<file path="src/rtl/mips_defs_pkg.sv">
// Shared MIPS execute-stage definitions: opcodes, functs, ALU ops, forward and mul/div encodings.
package mips_defs_pkg;

    localparam int unsigned DATA_W  = 32;
    localparam int unsigned SHAMT_W = 5;

    // Primary opcodes
    localparam logic [5:0] OP_RTYPE = 6'h00;
    localparam logic [5:0] OP_ADDI  = 6'h08;
    localparam logic [5:0] OP_ADDIU = 6'h09;
    localparam logic [5:0] OP_SLTI  = 6'h0A;
    localparam logic [5:0] OP_SLTIU = 6'h0B;
    localparam logic [5:0] OP_ANDI  = 6'h0C;
    localparam logic [5:0] OP_ORI   = 6'h0D;
    localparam logic [5:0] OP_XORI  = 6'h0E;
    localparam logic [5:0] OP_LUI   = 6'h0F;
    localparam logic [5:0] OP_LB    = 6'h20;
    localparam logic [5:0] OP_LH    = 6'h21;
    localparam logic [5:0] OP_LW    = 6'h23;
    localparam logic [5:0] OP_LBU   = 6'h24;
    localparam logic [5:0] OP_LHU   = 6'h25;
    localparam logic [5:0] OP_SB    = 6'h28;
    localparam logic [5:0] OP_SH    = 6'h29;
    localparam logic [5:0] OP_SW    = 6'h2B;

    // R-type function codes
    localparam logic [5:0] FN_SLL   = 6'h00;
    localparam logic [5:0] FN_SRL   = 6'h02;
    localparam logic [5:0] FN_SRA   = 6'h03;
    localparam logic [5:0] FN_SLLV  = 6'h04;
    localparam logic [5:0] FN_SRLV  = 6'h06;
    localparam logic [5:0] FN_SRAV  = 6'h07;
    localparam logic [5:0] FN_MFHI  = 6'h10;
    localparam logic [5:0] FN_MTHI  = 6'h11;
    localparam logic [5:0] FN_MFLO  = 6'h12;
    localparam logic [5:0] FN_MTLO  = 6'h13;
    localparam logic [5:0] FN_MULT  = 6'h18;
    localparam logic [5:0] FN_MULTU = 6'h19;
    localparam logic [5:0] FN_DIV   = 6'h1A;
    localparam logic [5:0] FN_DIVU  = 6'h1B;
    localparam logic [5:0] FN_ADD   = 6'h20;
    localparam logic [5:0] FN_ADDU  = 6'h21;
    localparam logic [5:0] FN_SUB   = 6'h22;
    localparam logic [5:0] FN_SUBU  = 6'h23;
    localparam logic [5:0] FN_AND   = 6'h24;
    localparam logic [5:0] FN_OR    = 6'h25;
    localparam logic [5:0] FN_XOR   = 6'h26;
    localparam logic [5:0] FN_NOR   = 6'h27;
    localparam logic [5:0] FN_SLT   = 6'h2A;
    localparam logic [5:0] FN_SLTU  = 6'h2B;

    typedef enum logic [3:0] {
        ALU_ADD, ALU_SUB, ALU_AND, ALU_OR, ALU_XOR, ALU_NOR, ALU_SLT, ALU_SLTU,
        ALU_LUI, ALU_SLL, ALU_SRL, ALU_SRA, ALU_SLLV, ALU_SRLV, ALU_SRAV
    } alu_op_e;

    typedef enum logic [1:0] {
        OUT_ALU, OUT_HI, OUT_LO
    } out_sel_e;

    localparam logic [1:0] FWD_REG  = 2'd0;
    localparam logic [1:0] FWD_AO_M = 2'd1;
    localparam logic [1:0] FWD_WD_W = 2'd2;
    localparam logic [1:0] FWD_PC4M = 2'd3;

    localparam logic [1:0] MD_MULT  = 2'd0;
    localparam logic [1:0] MD_MULTU = 2'd1;
    localparam logic [1:0] MD_DIV   = 2'd2;
    localparam logic [1:0] MD_DIVU  = 2'd3;

    localparam logic [1:0] MD_WE_NONE = 2'd0;
    localparam logic [1:0] MD_WE_HI   = 2'd1;
    localparam logic [1:0] MD_WE_LO   = 2'd2;

    // Bypass mux shared by the rs and rt paths
    function automatic logic [DATA_W-1:0] fwd_mux(
        input logic [1:0]        sel,
        input logic [DATA_W-1:0] reg_val,
        input logic [DATA_W-1:0] ao_m,
        input logic [DATA_W-1:0] wd_w,
        input logic [DATA_W-1:0] pc4_m
    );
        logic [DATA_W-1:0] r;
        case (sel)
            FWD_AO_M: r = ao_m;
            FWD_WD_W: r = wd_w;
            FWD_PC4M: r = pc4_m;
            default:  r = reg_val;
        endcase
        return r;
    endfunction

endpackage

</file>
<file path="src/rtl/exec_alu.sv">
// Combinational 32-bit ALU with signed-overflow flags for add and subtract.
module exec_alu
    import mips_defs_pkg::*;
(
    input  alu_op_e             alu_op,
    input  logic [DATA_W-1:0]   a,
    input  logic [DATA_W-1:0]   b,
    input  logic [SHAMT_W-1:0]  shamt,
    output logic [DATA_W-1:0]   result,
    output logic                ov_add,
    output logic                ov_sub
);

    logic [DATA_W:0]      sum_ext;
    logic [DATA_W:0]      diff_ext;
    logic [SHAMT_W-1:0]   var_sh;

    // Sign-extended 33-bit forms expose overflow as bit32 != bit31
    assign sum_ext  = {a[DATA_W-1], a} + {b[DATA_W-1], b};
    assign diff_ext = {a[DATA_W-1], a} - {b[DATA_W-1], b};
    assign ov_add   = sum_ext[DATA_W] ^ sum_ext[DATA_W-1];
    assign ov_sub   = diff_ext[DATA_W] ^ diff_ext[DATA_W-1];
    assign var_sh   = a[SHAMT_W-1:0];

    always_comb begin
        result = sum_ext[DATA_W-1:0];
        case (alu_op)
            ALU_ADD:  result = sum_ext[DATA_W-1:0];
            ALU_SUB:  result = diff_ext[DATA_W-1:0];
            ALU_AND:  result = a & b;
            ALU_OR:   result = a | b;
            ALU_XOR:  result = a ^ b;
            ALU_NOR:  result = ~(a | b);
            ALU_SLT:  result = DATA_W'($signed(a) < $signed(b));
            ALU_SLTU: result = DATA_W'(a < b);
            ALU_LUI:  result = {b[15:0], 16'h0000};
            ALU_SLL:  result = b << shamt;
            ALU_SRL:  result = b >> shamt;
            ALU_SRA:  result = DATA_W'($signed(b) >>> shamt);
            ALU_SLLV: result = b << var_sh;
            ALU_SRLV: result = b >> var_sh;
            ALU_SRAV: result = DATA_W'($signed(b) >>> var_sh);
            default:  result = sum_ext[DATA_W-1:0];
        endcase
    end

endmodule

</file>
<file path="src/rtl/exec_stage_alu.sv">
// MIPS execute stage: decode, rs/rt bypass, ALU, mul/div control and the E/M pipeline register.
module exec_stage_alu
    import mips_defs_pkg::*;
(
    input  logic                Clk,
    input  logic                Reset,
    input  logic                Flush,
    input  logic [DATA_W-1:0]   IRE,
    input  logic [DATA_W-1:0]   PC4E,
    input  logic [DATA_W-1:0]   RSE,
    input  logic [DATA_W-1:0]   RTE,
    input  logic [DATA_W-1:0]   EXTE,
    input  logic [SHAMT_W-1:0]  Shift,
    input  logic [1:0]          Fwd_RS_sel,
    input  logic [1:0]          Fwd_RT_sel,
    input  logic [DATA_W-1:0]   AO_M,
    input  logic [DATA_W-1:0]   PC4_fw_M,
    input  logic [DATA_W-1:0]   WD_W,
    input  logic [DATA_W-1:0]   HI,
    input  logic [DATA_W-1:0]   LO,
    output logic [DATA_W-1:0]   SrcA,
    output logic [DATA_W-1:0]   SrcB,
    output logic [1:0]          MD_op,
    output logic                MD_start,
    output logic [1:0]          MD_we,
    output logic                OvArith,
    output logic                OvMem,
    output logic [DATA_W-1:0]   IRM,
    output logic [DATA_W-1:0]   PC4M,
    output logic [DATA_W-1:0]   AOM,
    output logic [DATA_W-1:0]   RTM
);

    logic [5:0]        opcode;
    logic [5:0]        funct;
    alu_op_e           alu_op;
    out_sel_e          out_sel;
    logic              alu_src;
    logic              ov_add_en;
    logic              ov_sub_en;
    logic              ov_mem_en;
    logic              md_start;
    logic [1:0]        md_op;
    logic [1:0]        md_we;
    logic [DATA_W-1:0] rs_fwd;
    logic [DATA_W-1:0] rt_fwd;
    logic [DATA_W-1:0] alu_result;
    logic [DATA_W-1:0] stage_result;
    logic              ov_add;
    logic              ov_sub;

    assign opcode = IRE[31:26];
    assign funct  = IRE[5:0];

    // Instruction decode; anything unlisted falls through to a plain rs+rt add
    always_comb begin
        alu_op    = ALU_ADD;
        out_sel   = OUT_ALU;
        alu_src   = 1'b0;
        ov_add_en = 1'b0;
        ov_sub_en = 1'b0;
        ov_mem_en = 1'b0;
        md_start  = 1'b0;
        md_op     = MD_MULT;
        md_we     = MD_WE_NONE;
        if (opcode == OP_RTYPE) begin
            case (funct)
                FN_ADD:   begin alu_op = ALU_ADD; ov_add_en = 1'b1; end
                FN_ADDU:  alu_op = ALU_ADD;
                FN_SUB:   begin alu_op = ALU_SUB; ov_sub_en = 1'b1; end
                FN_SUBU:  alu_op = ALU_SUB;
                FN_AND:   alu_op = ALU_AND;
                FN_OR:    alu_op = ALU_OR;
                FN_XOR:   alu_op = ALU_XOR;
                FN_NOR:   alu_op = ALU_NOR;
                FN_SLT:   alu_op = ALU_SLT;
                FN_SLTU:  alu_op = ALU_SLTU;
                // The all-zero word is a nop, not a real sll
                FN_SLL:   if (IRE != '0) alu_op = ALU_SLL;
                FN_SRL:   alu_op = ALU_SRL;
                FN_SRA:   alu_op = ALU_SRA;
                FN_SLLV:  alu_op = ALU_SLLV;
                FN_SRLV:  alu_op = ALU_SRLV;
                FN_SRAV:  alu_op = ALU_SRAV;
                FN_MFHI:  out_sel = OUT_HI;
                FN_MFLO:  out_sel = OUT_LO;
                FN_MTHI:  md_we = MD_WE_HI;
                FN_MTLO:  md_we = MD_WE_LO;
                FN_MULT:  begin md_start = 1'b1; md_op = MD_MULT;  end
                FN_MULTU: begin md_start = 1'b1; md_op = MD_MULTU; end
                FN_DIV:   begin md_start = 1'b1; md_op = MD_DIV;   end
                FN_DIVU:  begin md_start = 1'b1; md_op = MD_DIVU;  end
                default:  alu_op = ALU_ADD;
            endcase
        end else begin
            case (opcode)
                OP_ADDI:  begin alu_op = ALU_ADD; alu_src = 1'b1; ov_add_en = 1'b1; end
                OP_ADDIU: begin alu_op = ALU_ADD; alu_src = 1'b1; end
                OP_SLTI:  begin alu_op = ALU_SLT; alu_src = 1'b1; end
                OP_SLTIU: begin alu_op = ALU_SLTU; alu_src = 1'b1; end
                OP_ANDI:  begin alu_op = ALU_AND; alu_src = 1'b1; end
                OP_ORI:   begin alu_op = ALU_OR; alu_src = 1'b1; end
                OP_XORI:  begin alu_op = ALU_XOR; alu_src = 1'b1; end
                OP_LUI:   begin alu_op = ALU_LUI; alu_src = 1'b1; end
                OP_LB, OP_LBU, OP_LH, OP_LHU, OP_LW, OP_SB, OP_SH, OP_SW: begin
                    alu_op    = ALU_ADD;
                    alu_src   = 1'b1;
                    ov_mem_en = 1'b1;
                end
                default:  alu_op = ALU_ADD;
            endcase
        end
    end

    assign rs_fwd = fwd_mux(Fwd_RS_sel, RSE, AO_M, WD_W, PC4_fw_M);
    assign rt_fwd = fwd_mux(Fwd_RT_sel, RTE, AO_M, WD_W, PC4_fw_M);

    assign SrcA = rs_fwd;
    assign SrcB = alu_src ? EXTE : rt_fwd;

    exec_alu u_alu (
        .alu_op (alu_op),
        .a      (SrcA),
        .b      (SrcB),
        .shamt  (Shift),
        .result (alu_result),
        .ov_add (ov_add),
        .ov_sub (ov_sub)
    );

    // Load/store addresses always use EXTE as B, so the add flag doubles as the address check
    assign OvArith  = (ov_add_en & ov_add) | (ov_sub_en & ov_sub);
    assign OvMem    = ov_mem_en & ov_add;
    assign MD_start = md_start;
    assign MD_op    = md_op;
    assign MD_we    = md_we;

    always_comb begin
        stage_result = alu_result;
        case (out_sel)
            OUT_HI:  stage_result = HI;
            OUT_LO:  stage_result = LO;
            default: stage_result = alu_result;
        endcase
    end

    // E/M pipeline register
    always_ff @(posedge Clk) begin
        if (Reset || Flush) begin
            IRM  <= '0;
            PC4M <= '0;
            AOM  <= '0;
            RTM  <= '0;
        end else begin
            IRM  <= IRE;
            PC4M <= PC4E;
            AOM  <= stage_result;
            RTM  <= rt_fwd;
        end
    end

endmodule

</file>
<file path="config.mk">
export PLATFORM = sky130hd
export DESIGN_NAME = exec_stage_alu
export DESIGN_NICKNAME = d
export VERILOG_FILES = /design/src/rtl/mips_defs_pkg.sv /design/src/rtl/exec_alu.sv /design/src/rtl/exec_stage_alu.sv
export SDC_FILE = /design/constraint.sdc
export NUM_CORES = 1
export LEC_CHECK = 0
export CELL_PAD_IN_SITES_DETAIL_PLACEMENT = 0
export CELL_PAD_IN_SITES_GLOBAL_PLACEMENT = 2
export CORE_MARGIN = 4
export CORE_UTILIZATION = 29
export CTS_CLUSTER_DIAMETER = 100
export DETAILED_ROUTE_END_ITERATION = 10
export MAX_ROUTING_LAYER = met4
export PLACE_DENSITY_LB_ADDON = 0.1
export SETUP_SLACK_MARGIN = 0.1
export SYNTH_ARGS = -nofsm -noshare
export SYNTH_HDL_FRONTEND = slang
export SYNTH_HIERARCHICAL = 1
export SYNTH_SLANG_ARGS = --single-unit
</file>
<file path="constraint.sdc">
create_clock -name Clk -period 26.8 [get_ports Clk]
set_input_delay 8.04 -clock Clk [delete_from_list [all_inputs] [get_ports Clk]]
set_output_delay 8.04 -clock Clk [all_outputs]
set_load 0.1 [all_outputs]
</file>
==> impl_metrics.py, run 1 <==
metrics = {
    "timing": {
        "fin_crit_sh": 0.8703,
        "fmax_mhz": 42.87,
        "maxSlewViolCount": 0,
        "slew_headroom": 0.1971,
        "rsz0062_at_grt": "no",
        "worstMarginPinSlew_ns": 1.201,
        "period_needed_ns": 23.32,
        "hold_viol": 0,
        "tns_ns": 0,
        "setup_viol": 0,
    },
    "synthesis": {
        "synthSimpleGateAreaFrac": 0.2052,
        "synth_fa_ha_area_frac": 0.07219,
        "synth_top_family_by_area": "multiplexers",
        "synth_most_common_cell": "nand2_1",
        "synth_edf_count": 0,
        "synth_ff_type": "dfxtp_1",
        "seq_area_frac_synth": 0.1449,
        "synthTopCellsByCount": "nand2_1 (213), nor2_1 (211), mux2i_1 (195)",
        "syn-cell-area_um2": 17680,
        "yosysUniqueCellTypes": 91,
        "synth_warnings": 6,
        "synth_nets": 2705,
        "synth-compound-area-share": 0.2409,
        "synth_xor_area_frac": 0.007431,
        "async_reset_ff_frac": 0,
        "synth_top_area_frac": 0.1449,
        "synth_cells": 2273,
        "synth.area.mux_share": 0.2545,
        "synthTopCellsByArea": "dfxtp_1 (14%), mux2i_1 (11%), mux4_2 (11%)",
        "yosys_register_bits": 128,
        "syn_avg_cell_area_um2": 7.778,
        "yosysTopAreaCell": "dfxtp_1",
    },
    "run": {
        "max-cap-violations": 0,
    },
    "routing": {
        "vias": 21408,
        "postRouteWirelength_um": 119300,
        "postRouteAntennaNets": 0,
        "vias_per_cell": 6.177,
        "drtIter0Drc": 2677,
        "drc": 0,
        "wl_per_cell_um": 34.42,
        "drtPass1Iterations": 7,
    },
    "placed_design": {
        "dp_hpwl_um": 95580,
        "io_buffers": 530,
        "dp.cells": 3426,
        "gp_congestion": 1.057,
    },
    "cells_and_area": {
        "regArea_um2": 2562,
        "multi_input_area_um2": 13930,
        "final_layout_size_suffix_gt1_frac": 0.1016,
        "n_fill_cell": 6203,
        "fin_nets": 3095,
        "layoutNonFillerInstCount": 3466,
        "fin_util": 0.3992,
        "area_growth_pct": 36.28,
    },
    "clock_tree": {
        "cts-buffers-inserted": 17,
        "hold_buffers": 0,
        "cts-root-buf": "clkbuf_16",
        "postCtsSetupRepairBufs": 0,
        "cts_resized": 0,
        "clk_pin_slew_worst_paths_ns": 0.08,
        "cts_tree": "built",
        "htreeDepth": 4,
        "clock_sinks": 128,
        "clockBufferDepth": 2,
    },
    "global_routing": {
        "grt_pass1_vias": 20417,
        "antenna_found_initial": 7,
        "overflow": 0,
        "grt_pass1_wl_um": 162500,
        "grt_use_total": 0.3631,
        "grt_max_degree": 95,
    },
    "setup_path": {
        "setup.worst_path.start_class": "input port",
        "critPathCaptureType": "output pin",
        "startpoint": "IRE[27]",
        "crit_arrival_ns": 15.28,
        "crit_type": "in2out",
        "crit_required_ns": 18.76,
        "cp_max_fo": 32,
    },
    "power": {
        "power_frac_comb": 0.662,
        "netSwitchingPower_mw": 0.7455,
        "power.total_mw": 1.333,
        "power_density_nw_per_um2": 55.34,
        "peakVddDrop_mv": 0.05236,
        "p_clk_frac": 0.183,
        "p_leak_nw": 9.500,
        "switching_share": 0.5592,
        "internal-power_mw": 0.5877,
        "p_seq_frac": 0.155,
    },
    "hold_path": {
        "hold_start": "PC4E[23]",
        "hold_class": "in2reg",
    },
    "floorplanning": {
        "core_um2": 60360,
        "die_h_um": 254.9,
        "start_util": 0.2929,
        "ioPinCount": 531,
        "dieArea_um2": 64980,
        "dieWidth_um": 254.9,
        "rows": 90,
    },
    "status": {
        "status": "finished clean",
    },
}
## critical path, stage by stage
cell and delay [ns]:
clkdlybuf4s50_1 0.54, a21oi_1 0.17, a21oi_1 0.06, or3b_2 0.47
nand2_1 0.09, buf_4 0.42, mux2_2 0.43, inv_1 0.19
ha_1 0.59, and3_1 0.32, nand3_1 0.13, a211oi_1 0.73
o2111ai_1 0.23, a21oi_1 0.47, a22oi_1 0.14, mux2i_1 0.17
a21oi_1 0.08, o22ai_1 0.41, nand4_1 0.14, o21ai_0 0.21
clkdlybuf4s50_1 1.21
## cell families after synthesis
group / count (synthesis)
AOI/OAI and AO/OA: 637
xor gates and xnor gates: 15
adders and majority gates: 101
buffers and inverters: 312
DFF: 128
muxes: 334
and+or+nand+nor: 746
## layer usage
layer / global-route usage / vias to the layer above / part of all wire
li1: - / 9206 / -
met1: 0.4417 / 10604 / 0.40
met2: 0.5778 / 1353 / 0.45
met3: 0.08963 / 245 / 0.093
met4: 0.1506 / 0 / 0.050
met5: - / - / 0
## per-stage QoR
step                hold WS (ns)  instance area (um^2)  worst slack [ns]
detailed placement         8.609                 23500             3.595
global route               8.108                 24090             3.131
floorplan                  8.162                 17680             4.501
CTS                        8.098                 24070             3.582
finish                     8.121                 24090             3.475
global placement           8.607                 23500             3.683
## layout by cell type, fill, tap and decap left out, types with 19 or more instances in the layout
cell	n
clkdlybuf4s50_1	522
nand2_1	212
nor2_1	210
mux2i_1	187
a21oi_1	178
dfxtp_1	128
inv_1	105
and2_1	105
o21ai_0	102
ha_1	97
mux4_2	85
nand3_1	54
mux2_2	51
a22oi_1	51
buf_4	51
nor3_1	31
o22ai_1	29
o211ai_1	27
a221oi_1	26
a211oi_1	25
a21o_1	25
a31oi_1	19
## power groups by stage
stage                     logic, mW  registers (mW)  clock network [mW]
after floorplan               0.438           0.303                   0
after global placement        0.862           0.210                   0
after detailed placement      0.857           0.211                   0
after CTS                     0.861           0.206               0.250
after global routing          0.912           0.207               0.257
final                         0.883           0.206               0.244
## layout make-up
class,count,share of cell area
multi-input combinational,1833,0.5783
timing repair buffer,577,0.2336
sequential,128,0.1064
tap,782,0.04061
clock buffer,17,0.01766
inverter,106,0.01651
clock inverter,15,0.006180
antenna,8,0.0008309
## flip-flops by register name (all words and copies together) (netlist names)
signal and cells:
AOM 32, IRM 32, PC4M 32, RTM 32
## worst paths after layout
kind	end	slack [ns]	depth (start not counted)
setup / recovery	OvArith	3.48	21
hold / removal	PC4M[23]	8.12	2
Note: power is estimated with default switching activity, not from simulation.
==> run 2, diff against run 1 <==
- GPL_TIMING_DRIVEN: not set -> 0
- RECOVER_POWER: not set -> 100
- REMOVE_ABC_BUFFERS: not set -> 1
==> run 2 against run 1 <==
Compared with the run above:
- the flow now finishes with violations (max-capacitance violations, max-slew violations)
- first-iteration DRC count fell by 27%
- hold slack got worse by 0.016 ns
- utilization rose by 0.15 points
- critical path type unchanged
- clock power increased by 2%
- wire length is 17% lower
- clock-buffer cell count did not move
- die area unchanged
==> impl_metrics.py, run 2 (synthesized netlist as in run 1, its figures left out) <==
metrics = {
    "setup_path": {
        "critPathMaxStageDelay_ns": 1.27,
        "startpoint": "IRE[28]",
        "crit_path_frequent_cell": "a21oi_1",
        "cp_max_fo": 24,
        "critPathSlowestCell": "dlygate4sd3_1",
        "critPathTopFamily": "buffers and inverters",
        "crit_arrival_ns": 15.42,
        "crit_type": "in2out",
        "crit_required_ns": 18.76,
        "setup.worst_path.start_class": "input port",
        "path_cells": "clkdlybuf4s50_1 > a21oi_1 > a21oi_1 > or3b_2 > nand2_2 > buf_12 > mux2_2 > inv_1 > ha_1 > a21oi_1 > o21ai_0 > a221oi_1 > a31oi_1 > nor2_1 > o211a_1 > mux2i_1 > a21oi_1 > o22ai_1 > nand4_1 > o21ai_0 > dlygate4sd3_1",
        "worst-path-buf-inv": 4,
        "critPathCaptureType": "output pin",
    },
    "routing": {
        "vias": 20291,
        "postRouteWirelength_um": 99250,
        "drc": 0,
        "vias_per_cell": 5.902,
        "wl_per_cell_um": 28.87,
        "postRouteAntennaNets": 0,
        "drtPass1Iterations": 8,
        "drtIter0Drc": 1942,
    },
    "timing": {
        "maxSlewViolCount": 170,
        "slew_headroom": -0.8594,
        "setup_viol": 0,
        "worstMarginPinSlew_ns": 2.712,
        "period_needed_ns": 23.46,
        "fin_crit_sh": 0.8756,
        "fmax_mhz": 42.62,
        "rsz0062_at_grt": "no",
        "tns_ns": 0,
        "hold_viol": 0,
    },
    "power": {
        "power_density_nw_per_um2": 52.78,
        "power.total_mw": 1.277,
        "internal-power_mw": 0.5781,
        "power_frac_comb": 0.645,
        "p_leak_nw": 9.799,
        "peakVddDrop_mv": 0.05034,
        "netSwitchingPower_mw": 0.6984,
        "switching_share": 0.5472,
        "p_seq_frac": 0.161,
        "p_clk_frac": 0.195,
    },
    "clock_tree": {
        "htreeDepth": 4,
        "cts-root-buf": "clkbuf_16",
        "cts-buffers-inserted": 17,
        "clk_pin_slew_worst_paths_ns": 0.08,
        "cts_resized": 0,
        "postCtsSetupRepairBufs": 0,
        "cts_tree": "built",
        "clockBufferDepth": 2,
        "hold_buffers": 0,
        "clock_sinks": 128,
    },
    "hold_path": {
        "hold_class": "in2reg",
        "hold_start": "PC4E[28]",
    },
    "status": {
        "violations": "max-capacitance violations, max-slew violations",
        "status": "finished with violations",
    },
    "floorplanning": {
        "core_um2": 60360,
        "start_util": 0.2929,
        "die_h_um": 254.9,
        "rows": 90,
        "dieWidth_um": 254.9,
        "ioPinCount": 531,
        "dieArea_um2": 64980,
    },
    "global_routing": {
        "grt_use_total": 0.3034,
        "grt_pass1_wl_um": 140400,
        "grt_pass1_vias": 20047,
        "overflow": 0,
        "grt_max_degree": 58,
        "antenna_found_initial": 0,
    },
    "placed_design": {
        "dp_hpwl_um": 78230,
        "io_buffers": 530,
        "dp.cells": 3406,
        "placed_area_um2": 23730,
        "gp_congestion": 1.001,
    },
    "cells_and_area": {
        "layout_commonest_cell": "clkdlybuf4s50_1",
        "regArea_um2": 2562,
        "design_area_um2": 24180,
        "fin_nets": 3075,
        "area_growth_pct": 36.79,
        "mostFrequentLayoutCells": "clkdlybuf4s50_1 (325), nand2_1 (212), nor2_1 (210)",
        "final_layout_size_suffix_gt1_frac": 0.08923,
        "layoutNonFillerInstCount": 3438,
        "antennaDiodeCount": 0,
        "n_fill_cell": 6170,
        "multi_input_area_um2": 13910,
    },
    "run": {
        "max-cap-violations": 5,
    },
}
-- run 2: cell count changes in the layout (fill, tap and decap cells not counted), moves of 3 or more --
cell             delta
dlygate4sd3_1     +201
and2_0             +46
buf_12             +10
clkdlybuf4s50_1   -197
diode_2             -8
clkbuf_1            +3
buf_16              +6
buf_8               +3
mux2i_2             -3
and2_1             -45
buf_6               +4
buf_4              -49
-- run 2: area by class of cell --
| class | count | share of cell area |
|---|---|---|
| Clock buffer | 17 | 0.01759 |
| Sequential cell | 128 | 0.1060 |
| Timing Repair Buffer | 557 | 0.2383 |
| Multi-Input combinational cell | 1833 | 0.5751 |
| Tap cell | 782 | 0.04046 |
| Inverter | 106 | 0.01645 |
| Clock inverter | 15 | 0.006209 |
-- run 2: metal layers --
| metal | up-vias | GRT usage | routed length, um |
|---|---|---|---|
| li1 | 9172 | - | - |
| met1 | 9975 | 0.3694 | 39780 |
| met2 | 977 | 0.4960 | 47260 |
| met3 | 167 | 0.05172 | 7238 |
| met4 | 0 | 0.1336 | 4965 |
| met5 | - | - | 0 |
-- run 2: final timing paths --
kind / end / slack, ns / cells after the start
hold / removal: PC4M[28] / 8.10 / 2
setup / recovery: OvArith / 3.34 / 21
-- run 2: power groups by stage --
stage	clock network (mW)	logic [mW]	registers, mW
after floorplan	0	0.424	0.303
after global placement	0	0.816	0.210
after detailed placement	0	0.823	0.210
after CTS	0.259	0.826	0.206
after global routing	0.265	0.861	0.206
final	0.248	0.823	0.205
-- run 2: metrics by stage --
step           hold WS [ns]    util  worst slack [ns]
5_1_grt               8.074  0.4007             3.019
3_3_place_gp          8.605  0.3817             1.907
3_5_place_dp          8.609  0.3932             3.381
4_1_cts               8.061  0.4027             3.349
6_report              8.105  0.4007             3.335
2_1_floorplan         8.162       -             4.104
